<file path="src/rtl/decode_stage.sv">
// Registered MIPS decode stage: one instruction per cycle into a control bundle,
// with valid/ready handshakes on both sides and load-use hazard stalling.
module decode_stage #(
    parameter int unsigned SB_DEPTH    = 3,
    parameter int unsigned LOAD_SHADOW = 1,
    parameter int unsigned CNT_W       = 16
) (
    input  logic             w_clk,
    input  logic             w_rst_n,
    input  logic             w_flush,
    input  logic             w_in_valid,
    input  logic [31:0]      w_in_instr_32,
    output logic             w_in_ready,
    output logic             w_out_valid,
    input  logic             w_out_ready,
    output logic [31:0]      w_out_instr_32,
    output logic [10:0]      w_out_ctrl_11,
    output logic [5:0]       w_out_op_type_6,
    output logic [4:0]       w_out_dest_5,
    output logic [CNT_W-1:0] w_stall_cnt
);

    localparam int unsigned C_ALU   = 10;
    localparam int unsigned C_UNS   = 9;
    localparam int unsigned C_IMM   = 8;
    localparam int unsigned C_BYTE  = 7;
    localparam int unsigned C_SHIFT = 6;
    localparam int unsigned C_MEM   = 5;
    localparam int unsigned C_WRITE = 4;
    localparam int unsigned C_BR    = 3;
    localparam int unsigned C_JUMP  = 2;
    localparam int unsigned C_RJUMP = 1;
    localparam int unsigned C_NOP   = 0;

    logic [5:0]  opc, func;
    logic [4:0]  rs, rt, rd, shamt;
    logic [10:0] dec_ctrl;
    logic [5:0]  dec_op;
    logic [4:0]  dec_dest;
    logic        dec_nop, dec_load, use_rs, use_rt;

    logic [SB_DEPTH-1:0] sb_valid, sb_load;
    logic [4:0]          sb_dest [SB_DEPTH];
    logic                hazard, in_fire, advance;

    assign opc   = w_in_instr_32[31:26];
    assign rs    = w_in_instr_32[25:21];
    assign rt    = w_in_instr_32[20:16];
    assign rd    = w_in_instr_32[15:11];
    assign shamt = w_in_instr_32[10:6];
    assign func  = w_in_instr_32[5:0];

    always_comb begin
        dec_ctrl = '0;
        dec_op   = opc;
        dec_dest = '0;
        dec_nop  = 1'b0;
        dec_load = 1'b0;
        use_rs   = 1'b0;
        use_rt   = 1'b0;
        case (opc)
            6'h00: begin
                dec_op = func;
                case (func)
                    6'h08: begin dec_ctrl[C_JUMP] = 1'b1; dec_ctrl[C_RJUMP] = 1'b1; use_rs = 1'b1; end
                    6'h09: begin
                        dec_ctrl[C_JUMP] = 1'b1; dec_ctrl[C_RJUMP] = 1'b1; use_rs = 1'b1; dec_dest = rd;
                    end
                    6'h21, 6'h23, 6'h2B: begin
                        dec_ctrl[C_ALU] = 1'b1; dec_ctrl[C_UNS] = 1'b1;
                        use_rs = 1'b1; use_rt = 1'b1; dec_dest = rd;
                    end
                    // MULT/DIV results land in HI/LO, so no GPR destination
                    6'h19, 6'h1B: begin
                        dec_ctrl[C_ALU] = 1'b1; dec_ctrl[C_UNS] = 1'b1; use_rs = 1'b1; use_rt = 1'b1;
                    end
                    6'h18, 6'h1A: begin dec_ctrl[C_ALU] = 1'b1; use_rs = 1'b1; use_rt = 1'b1; end
                    6'h20, 6'h22, 6'h2A, 6'h24, 6'h25, 6'h26, 6'h27: begin
                        dec_ctrl[C_ALU] = 1'b1; use_rs = 1'b1; use_rt = 1'b1; dec_dest = rd;
                    end
                    6'h10, 6'h12: begin dec_ctrl[C_ALU] = 1'b1; dec_dest = rd; end
                    6'h00, 6'h02, 6'h03: begin
                        if (func == 6'h00 && shamt == 5'd0) begin
                            dec_nop = 1'b1;
                        end else begin
                            dec_ctrl[C_ALU] = 1'b1; dec_ctrl[C_IMM] = 1'b1; dec_ctrl[C_SHIFT] = 1'b1;
                            use_rt = 1'b1; dec_dest = rd;
                        end
                    end
                    6'h04, 6'h06, 6'h07: begin
                        dec_ctrl[C_ALU] = 1'b1; dec_ctrl[C_SHIFT] = 1'b1;
                        use_rs = 1'b1; use_rt = 1'b1; dec_dest = rd;
                    end
                    6'h34:   begin use_rs = 1'b1; use_rt = 1'b1; end
                    default: dec_nop = 1'b1;
                endcase
            end
            6'h01: begin
                if (rt == 5'd0 || rt == 5'd1) begin
                    dec_ctrl[C_BR] = 1'b1; use_rs = 1'b1; dec_op = {1'b0, rt};
                end else begin
                    dec_nop = 1'b1;
                end
            end
            6'h02, 6'h03: begin
                dec_ctrl[C_JUMP] = 1'b1; dec_ctrl[C_IMM] = 1'b1; dec_ctrl[C_RJUMP] = 1'b1;
                if (opc == 6'h03) dec_dest = 5'd31;
            end
            6'h04, 6'h05: begin dec_ctrl[C_BR] = 1'b1; use_rs = 1'b1; use_rt = 1'b1; end
            6'h06, 6'h07: begin dec_ctrl[C_BR] = 1'b1; use_rs = 1'b1; end
            6'h09, 6'h0B: begin
                dec_ctrl[C_ALU] = 1'b1; dec_ctrl[C_IMM] = 1'b1; dec_ctrl[C_UNS] = 1'b1;
                use_rs = 1'b1; dec_dest = rt;
            end
            6'h0A, 6'h0C, 6'h0D, 6'h0E: begin
                dec_ctrl[C_ALU] = 1'b1; dec_ctrl[C_IMM] = 1'b1; use_rs = 1'b1; dec_dest = rt;
            end
            6'h1C: begin dec_ctrl[C_ALU] = 1'b1; use_rs = 1'b1; use_rt = 1'b1; dec_dest = rd; end
            6'h0F: begin dec_ctrl[C_MEM] = 1'b1; dec_ctrl[C_IMM] = 1'b1; dec_dest = rt; end
            6'h20, 6'h23, 6'h24: begin
                dec_ctrl[C_MEM]  = 1'b1;
                dec_ctrl[C_BYTE] = (opc != 6'h23);
                dec_ctrl[C_UNS]  = (opc == 6'h24);
                use_rs = 1'b1; dec_dest = rt; dec_load = 1'b1;
            end
            6'h28, 6'h2B: begin
                dec_ctrl[C_MEM] = 1'b1; dec_ctrl[C_WRITE] = 1'b1;
                dec_ctrl[C_BYTE] = (opc == 6'h28);
                use_rs = 1'b1; use_rt = 1'b1;
            end
            default: dec_nop = 1'b1;
        endcase
        if (dec_nop) begin
            dec_ctrl = '0;
            dec_ctrl[C_NOP] = 1'b1;
            dec_op   = '0;
            dec_dest = '0;
            dec_load = 1'b0;
            use_rs   = 1'b0;
            use_rt   = 1'b0;
        end
    end

    always_comb begin
        hazard = 1'b0;
        for (int unsigned i = 0; i < LOAD_SHADOW; i++) begin
            if (sb_valid[i] && sb_load[i] && sb_dest[i] != 5'd0 &&
                ((use_rs && rs == sb_dest[i]) || (use_rt && rt == sb_dest[i])))
                hazard = 1'b1;
        end
    end

    assign advance    = ~w_out_valid | w_out_ready;
    assign w_in_ready = w_rst_n & advance & ~hazard & ~w_flush;
    assign in_fire    = w_in_valid & w_in_ready;

    always_ff @(posedge w_clk or negedge w_rst_n) begin
        if (!w_rst_n) begin
            w_out_valid     <= 1'b0;
            w_out_instr_32  <= '0;
            w_out_ctrl_11   <= '0;
            w_out_op_type_6 <= '0;
            w_out_dest_5    <= '0;
            w_stall_cnt     <= '0;
            sb_valid        <= '0;
            sb_load         <= '0;
            for (int unsigned i = 0; i < SB_DEPTH; i++) sb_dest[i] <= '0;
        end else begin
            if (w_in_valid && hazard && !w_flush && !(&w_stall_cnt))
                w_stall_cnt <= w_stall_cnt + CNT_W'(1);
            if (w_flush) begin
                w_out_valid <= 1'b0;
                sb_valid    <= '0;
            end else begin
                if (in_fire) begin
                    w_out_valid     <= 1'b1;
                    w_out_instr_32  <= w_in_instr_32;
                    w_out_ctrl_11   <= dec_ctrl;
                    w_out_op_type_6 <= dec_op;
                    w_out_dest_5    <= dec_dest;
                end else if (w_out_ready) begin
                    w_out_valid <= 1'b0;
                end
                // Scoreboard tracks the output register plus older in-flight writers
                if (advance) begin
                    for (int unsigned i = 1; i < SB_DEPTH; i++) begin
                        sb_valid[i] <= sb_valid[i-1];
                        sb_load[i]  <= sb_load[i-1];
                        sb_dest[i]  <= sb_dest[i-1];
                    end
                    sb_valid[0] <= in_fire;
                    sb_load[0]  <= in_fire & dec_load;
                    sb_dest[0]  <= in_fire ? dec_dest : 5'd0;
                end
            end
        end
    end

endmodule

</file>
<file path="config.mk">
export PLATFORM = sky130hd
export DESIGN_NAME = decode_stage
export DESIGN_NICKNAME = d
export VERILOG_FILES = /design/src/rtl/decode_stage.sv
export SDC_FILE = /design/constraint.sdc
export NUM_CORES = 1
export LEC_CHECK = 0
export CAP_MARGIN = 20
export CORE_ASPECT_RATIO = 0.7
export CORE_MARGIN = 2
export CORE_UTILIZATION = 44
export CTS_CLUSTER_SIZE = 20
export DETAILED_ROUTE_END_ITERATION = 10
export PLACE_DENSITY = 0.81
export SLEW_MARGIN = 10
export SYNTH_ARGS = -nofsm -noshare
export SYNTH_HDL_FRONTEND = slang
export SYNTH_SLANG_ARGS = --single-unit
</file>
<file path="constraint.sdc">
create_clock -name w_clk -period 2.75 [get_ports w_clk]
set_clock_uncertainty 0.05 [all_clocks]
set_input_delay 0.55 -clock w_clk [delete_from_list [all_inputs] [get_ports w_clk]]
set_output_delay 0.55 -clock w_clk [all_outputs]
set_load 0.01 [all_outputs]
</file>
==> reports/results.txt, run 1 <==
Status -> finished with violations
Violated checks -> negative setup slack
GRT Util Overall -> 28.9%
Worst min path class -> input port to flop
CP peak stage delay -> 0.53 ns
Minimum clock period -> 3.04 ns
DR DRC count -> 0
Worst Hold Path Cells -> 2
Initial drt markers -> 314
FF-to-FF setup slack -> -0.08 ns
Layout area overhead -> 63.6%
Crit path arrival time -> 2.44 ns
Min-Delay Startpoint -> w_in_instr_32[20]
WHS -> 0.421 ns
DP Wirelength -> 9.88 mm
CP required -> 2.15 ns
TritonCTS clock tree -> yes
Reg2reg end -> w_out_instr_32[29]
Fin crit share -> 110%
Clock root cell -> clkbuf_16
Synth Net Count -> 427
Via count -> 4151
IO Pins -> 109
Number of synthesized flops with an enable pin -> 0
Startpoint Class -> input port
Overall routed net length -> 14.8 mm
FP Rows -> 29
Pin count of the biggest net entering global routing -> 77
FMAX -> 329 MHz
Cell taking the most area after synthesis -> dfrtp_1
Critical Path Start -> w_in_instr_32[19]
Synth Instances -> 389
Hold Violations, Final -> 0
Drt wl/cell -> 20.3 µm
ANT cells -> 0
Unique masters post-synth -> 60
Slew margin rel. -> 35.0%
Clk Latency, worst-skew pair -> 0.34 ns
Worst vdd ir -> 0.000280 V
Most frequent cells after synthesis -> 77 x dfrtp_1, 47 x o21ai_0, 27 x nand2_1, 24 x mux2_4
Worst-Margin Slew -> 0.975 ns
CP max FO -> 2
Delay-heaviest family, CP -> compound AO/OA/AOI/OAI gates
Die area -> 10300 µm²
Finished Core Util -> 74.7%
Detailed Routing Iterations Pass 1 -> 5
Layout cell share with drive strength beyond 1 -> 40.7%
Antenna-violating nets left -> 0
Worst Hold Endpoint -> w_out_instr_32[20]
Post-Syn Area per Cell -> 10.7 µm²
Finished Cell Area -> 6830 µm²
H-Tree Depth -> 3
Starting Density -> 45.6%
Maxcap violations -> 0
Synth warnings -> 0
Leakage -> 3.05 nW
Fin worst setup slack -> -0.286 ns
Clock Sinks -> 77
Top-area cell type share of the netlist area -> 46.2%
IO Port Bufs -> 108
Routability Congestion -> 0.936
CP max-delay cell -> or4_4
Reg-to-reg startpoint -> sb_dest[14]
Clk buf depth -> 2
CORE AREA -> 9140 µm²
Synthesis-stage register bit count -> 77
Setup Crit Path Kind -> input port to output port
Die Y-Extent -> 85.5 µm
CP Buf/Inv Count -> 3
Reg2reg path depth -> 13
Crit. End Element -> output port
Number of global-route vias before repair -> 4128
Total CTS buffers -> 9
Worst path cell trace -> buf_6 -> buf_4 -> or4_4 -> a32oi_2 -> o211ai_1 -> a2111oi_4 -> nor3b_4 -> buf_2
Count leader, synth -> dfrtp_1
Initial antenna violation count -> 0
Ys flop type -> dfrtp_1
CTS clk-pin slew, worst paths -> 0.06 ns
Ys async rst share -> 100%
Global-route wire length before repair -> 22.7 mm
RSZ-0062 raised after global routing -> true
Die Wd -> 120 µm
Top post-synthesis cells by area -> dfrtp_1 46%, mux2_4 8.6%, o21ai_0 5.6%
Final nets -> 638
Pwr dens -> 484 nW/µm²
Post-synthesis cell area -> 4170 µm²
Register area share after synthesis -> 46.2%
Via density -> 5.69
Grt ovf -> 0
Placed cell area -> 5980 µm²
Final setup vio count -> 63
Final Slew Violations -> 0
[how the worst max path moves through the flow]
stage,end,slack (ns),cells past startpoint
global route,w_in_ready,-0.31,9
CTS,w_in_ready,-0.17,8
global placement,w_out_instr_32[22],-1.07,11
detailed placement,w_out_ctrl_11[6],-1.03,12
floorplan,w_in_ready,-0.06,8
finish,w_in_ready,-0.29,8
[metrics by stage]
step,instances,setup slack [ns],TNS (ns),power (mW)
after CTS,725,-0.166,-2.98,3.28
after detailed placement,685,-1.03,-65.20,2.15
after global placement,685,-1.07,-68.78,2.13
after floorplan,389,-0.0633,-1.45,1.67
after global routing,729,-0.314,-7.88,3.43
final,729,-0.286,-7.04,3.31
[timing repair]
item | 4_1_cts | 5_1_grt
cloned | 3 | 0
setup endpoints to repair | 78 | 68
hold buffers | 1 | 0
pin swaps | 31 | 16
setup buffers | 21 | 9
gates resized for setup | 149 | 44
hold endpoints to repair | 1 | 0
[worst reg2reg max path: stages (launching register included)]
cell and delay [ns]:
dfrtp_1 0.42, buf_6 0.14, xnor2_2 0.11, nand3_1 0.10
nor3_2 0.22, buf_4 0.17, o31ai_4 0.09, a2111oi_4 0.51
buf_4 0.21, or2_4 0.20, buf_6 0.15, buf_8 0.14
buf_4 0.13, o21ai_2 0.05
[power by group]
| part | leakage (nW) | internal [mW] | switching (mW) |
|---|---|---|---|
| registers | 1.00 | 1.26 | 0.0799 |
| logic | 1.93 | 0.515 | 0.375 |
| clock network | 0.120 | 0.607 | 0.473 |
[registers in the layout, indices dropped and copies added (netlist names)]
name and cells:
w_out_op_type_6 6, sb_load 1, sb_valid 1, sb_dest 5
w_out_valid 1, w_out_instr_32 32, w_stall_cnt 16, w_out_ctrl_11 10
w_out_dest_5 5
[cell usage in the layout (no fill, tap or decap), types with 5 or more instances in the layout]
master	synthesis	routed
nand3_1	14	14
and3_1	7	7
nand2b_1	5	5
nor3_1	13	7
mux2_4	24	26
nand2_2	1	5
inv_1	8	7
nand2_1	27	23
dlygate4sd2_1	0	9
xnor2_1	18	16
nor2_1	18	16
xor2_1	7	7
a21oi_1	8	8
buf_8	2	6
a221oi_1	5	5
o21ai_2	0	15
nand4_1	10	10
nor3_2	0	6
buf_4	1	90
o21ai_1	0	5
buf_6	3	20
mux2_2	12	10
clkdlybuf4s50_1	0	81
buf_2	6	8
clkbuf_16	0	9
dfrtp_1	77	77
o21ai_0	47	26
[cell type report]
class | count | area, µm²
timing repair buffer | 225 | 2070
multi-input combinational | 279 | 2370
clock inverter | 6 | 40.0
inverter | 8 | 30.0
fill | 659 | 2320
sequential | 77 | 1930
clock buffer | 10 | 229
tap | 124 | 155
[cell families after synthesis]
logic type                 share of synthesized area (%)
xor gates and xnor gates                            5.25
buffers and inverters                               4.47
muxes                                               12.6
and+or+nand+nor                                     15.0
AOI/OAI and AO/OA                                   16.2
DFF                                                 46.2
adders and majority gates                          0.300
[layer usage]
layer,up-vias,part of all wire [%],track usage [%]
met5,-,0,0
met4,0,2.5,9.62
met3,38,8.0,7.73
met2,232,46,44.7
met1,2027,44,39.6
li1,1854,-,-
Power figures use the tool's default switching activity.
==> inputs of run 2 (changes only) <==
--- a/config.mk
+++ b/config.mk
@@ -11,6 +11,7 @@
 export CORE_UTILIZATION = 44
 export CTS_CLUSTER_SIZE = 20
 export DETAILED_ROUTE_END_ITERATION = 10
+export GPL_TIMING_DRIVEN = 0
 export PLACE_DENSITY = 0.81
 export SLEW_MARGIN = 10
 export SYNTH_ARGS = -nofsm -noshare
==> reports/results.txt, run 2 (synthesized netlist as in run 1, its figures left out) <==
Dpl ws -> -1.68 ns
Layout cell share with drive strength beyond 1 -> 29.0%
Internal cell power -> 2.40 mW
Cells after DPL -> 616
Layout area overhead -> 47.7%
Initial antenna violation count -> 0
Crit path arrival time -> 2.39 ns
Crit. End Element -> output port
Comb power frac -> 23.8%
Violated checks -> negative setup slack
FILL cells -> 743
Commonest non-fill, non-tap cell in the layout -> clkdlybuf4s50_1
Sw Share -> 26.9%
Die Y-Extent -> 85.5 µm
Finished Core Util -> 67.4%
Top flop regs -> w_out_instr_32 (32), w_stall_cnt (16), w_out_ctrl_11 (10)
CP Buf/Inv Count -> 3
ANT cells -> 0
IO Pins -> 109
Clock root cell -> clkbuf_16
Detailed Routing Iterations Pass 1 -> 5
Pin count of the biggest net entering global routing -> 45
Final nets -> 567
Fin crit share -> 109%
Maxcap violations -> 0
Most frequent cells in the layout -> 79 x clkdlybuf4s50_1, 77 x dfrtp_1, 44 x o21ai_0
Antenna-violating nets left -> 0
TritonCTS clock tree -> yes
Final Slew Violations -> 0
Status -> finished with violations
Pwr Total -> 3.28 mW
Routability Congestion -> 0.930
Number of flip-flops in the largest register -> 32
Worst-Margin Slew -> 0.466 ns
DP Wirelength -> 8.79 mm
Minimum clock period -> 2.99 ns
FMAX -> 335 MHz
Setup Crit Path Kind -> input port to output port
Final setup vio count -> 22
RSZ-0062 raised after global routing -> true
Pwr dens -> 532 nW/µm²
Drt wl/cell -> 19.5 µm
Fin worst setup slack -> -0.239 ns
Die area -> 10300 µm²
CP peak stage delay -> 0.40 ns
Most flop-heavy register -> w_out_instr_32
Leakage -> 2.68 nW
CP max-delay cell -> a2111oi_4
Number of global-route vias before repair -> 3488
Total CTS buffers -> 9
Slew margin rel. -> 68.9%
Area of the multi-input gates -> 2270 µm²
Delay-heaviest family, CP -> buffers and inverters
Worst vdd ir -> 0.000305 V
Sequential Area -> 1930 µm²
Overall routed net length -> 12.8 mm
Clock Sinks -> 77
FP Rows -> 29
Clock power frac -> 35.7%
Startpoint Class -> input port
Starting Density -> 45.6%
Die Wd -> 120 µm
Worst path cell trace -> dlygate4sd2_1 -> xnor2_2 -> nand3_2 -> nor3_4 -> o31ai_4 -> a2111oi_4 -> clkbuf_8 -> nor3b_4 -> buf_2
Clk buf depth -> 2
CP required -> 2.15 ns
Hold Violations, Final -> 0
Worst min path class -> input port to asynchronous set/reset pin
Via density -> 5.72
GRT Util Overall -> 24.2%
Clk Latency, worst-skew pair -> 0.34 ns
H-Tree Depth -> 3
WHS -> 0.112 ns
DR DRC count -> 0
CTS clk-pin slew, worst paths -> 0.06 ns
CP max FO -> 3
Via count -> 3762
Global-route wire length before repair -> 19.1 mm
Net Sw Power -> 0.881 mW
CORE AREA -> 9140 µm²
IO Port Bufs -> 102
Final cell count without fillers -> 658
Initial drt markers -> 305
Register share of total power -> 40.5%
Grt ovf -> 0
-- run 2: cell count changes in the layout (fill, tap and decap cells not counted), moves of 5 or more --
cell | previous run | this run
buf_4 | 90 | 27
buf_6 | 20 | 3
buf_8 | 6 | 1
clkbuf_2 | 0 | 5
o21ai_0 | 26 | 44
o21ai_2 | 15 | 1
-- run 2: final cells by class --
class	count	share of cell area, %
Multi-Input combinational cell	278	36.9
Sequential cell	77	31.3
Timing Repair Buffer	129	20.5
Clock buffer	10	3.71
Buffer	26	3.69
Tap cell	124	2.52
Clock inverter	6	0.995
Inverter	8	0.487
-- run 2: power groups by stage --
stage	registers, mW	clock network (mW)	logic [mW]
final	1.33	1.17	0.781
after floorplan	1.39	0	0.273
after CTS	1.33	1.19	0.748
after detailed placement	1.35	0	0.726
after global placement	1.34	0	0.711
after global routing	1.34	1.24	0.827
-- run 2: through the flow --
step	setup TNS, ns	cell area (µm²)
final	-0.497	6160
after global routing	-1.71	6160
after CTS	-0.223	5930
after detailed placement	-84.19	5410
after global placement	-302.62	5390
after floorplan	-1.45	4210
-- run 2: path summary, 6_finish.rpt --
kind | to | slack (ns) | startpoint | depth (start not counted)
setup / recovery | w_in_ready | -0.24 | w_in_instr_32[25] | 9
min in group w_clk | w_out_instr_32[19] | 0.43 | w_in_instr_32[19] | 2
max in group asynchronous | w_out_ctrl_11[6] | 1.94 | w_rst_n | 2
setup reg to reg | w_out_instr_32[10] | -0.02 | sb_dest[14] | 10
hold reg to reg | w_stall_cnt[9] | 0.44 | w_stall_cnt[9] | 1
hold / removal | w_out_instr_32[22] | 0.11 | w_rst_n | 1
-- run 2: worst reg2reg max path: stages, from the launching register on --
cell and delay (ns):
dfrtp_1 0.45, xnor2_2 0.22, nand3_2 0.12, nor3_4 0.32
o31ai_4 0.15, a2111oi_4 0.40, buf_4 0.22, or2_4 0.15
buf_12 0.13, clkbuf_16 0.15, mux2_4 0.29
-- run 2: timing repair --
item,CTS,global route
resized for setup,93,37
pin swaps,22,17
setup endpoints to repair,78,61
hold buffers,0,0
setup buffers,15,7
gates cloned,0,4
-- run 2: layer usage --
layer  share of wire, %  global-route usage [%]
met4                1.4                    7.51
met3                9.1                    7.19
met1                 47                    36.5
met5                  0                       0
met2                 43                    33.2
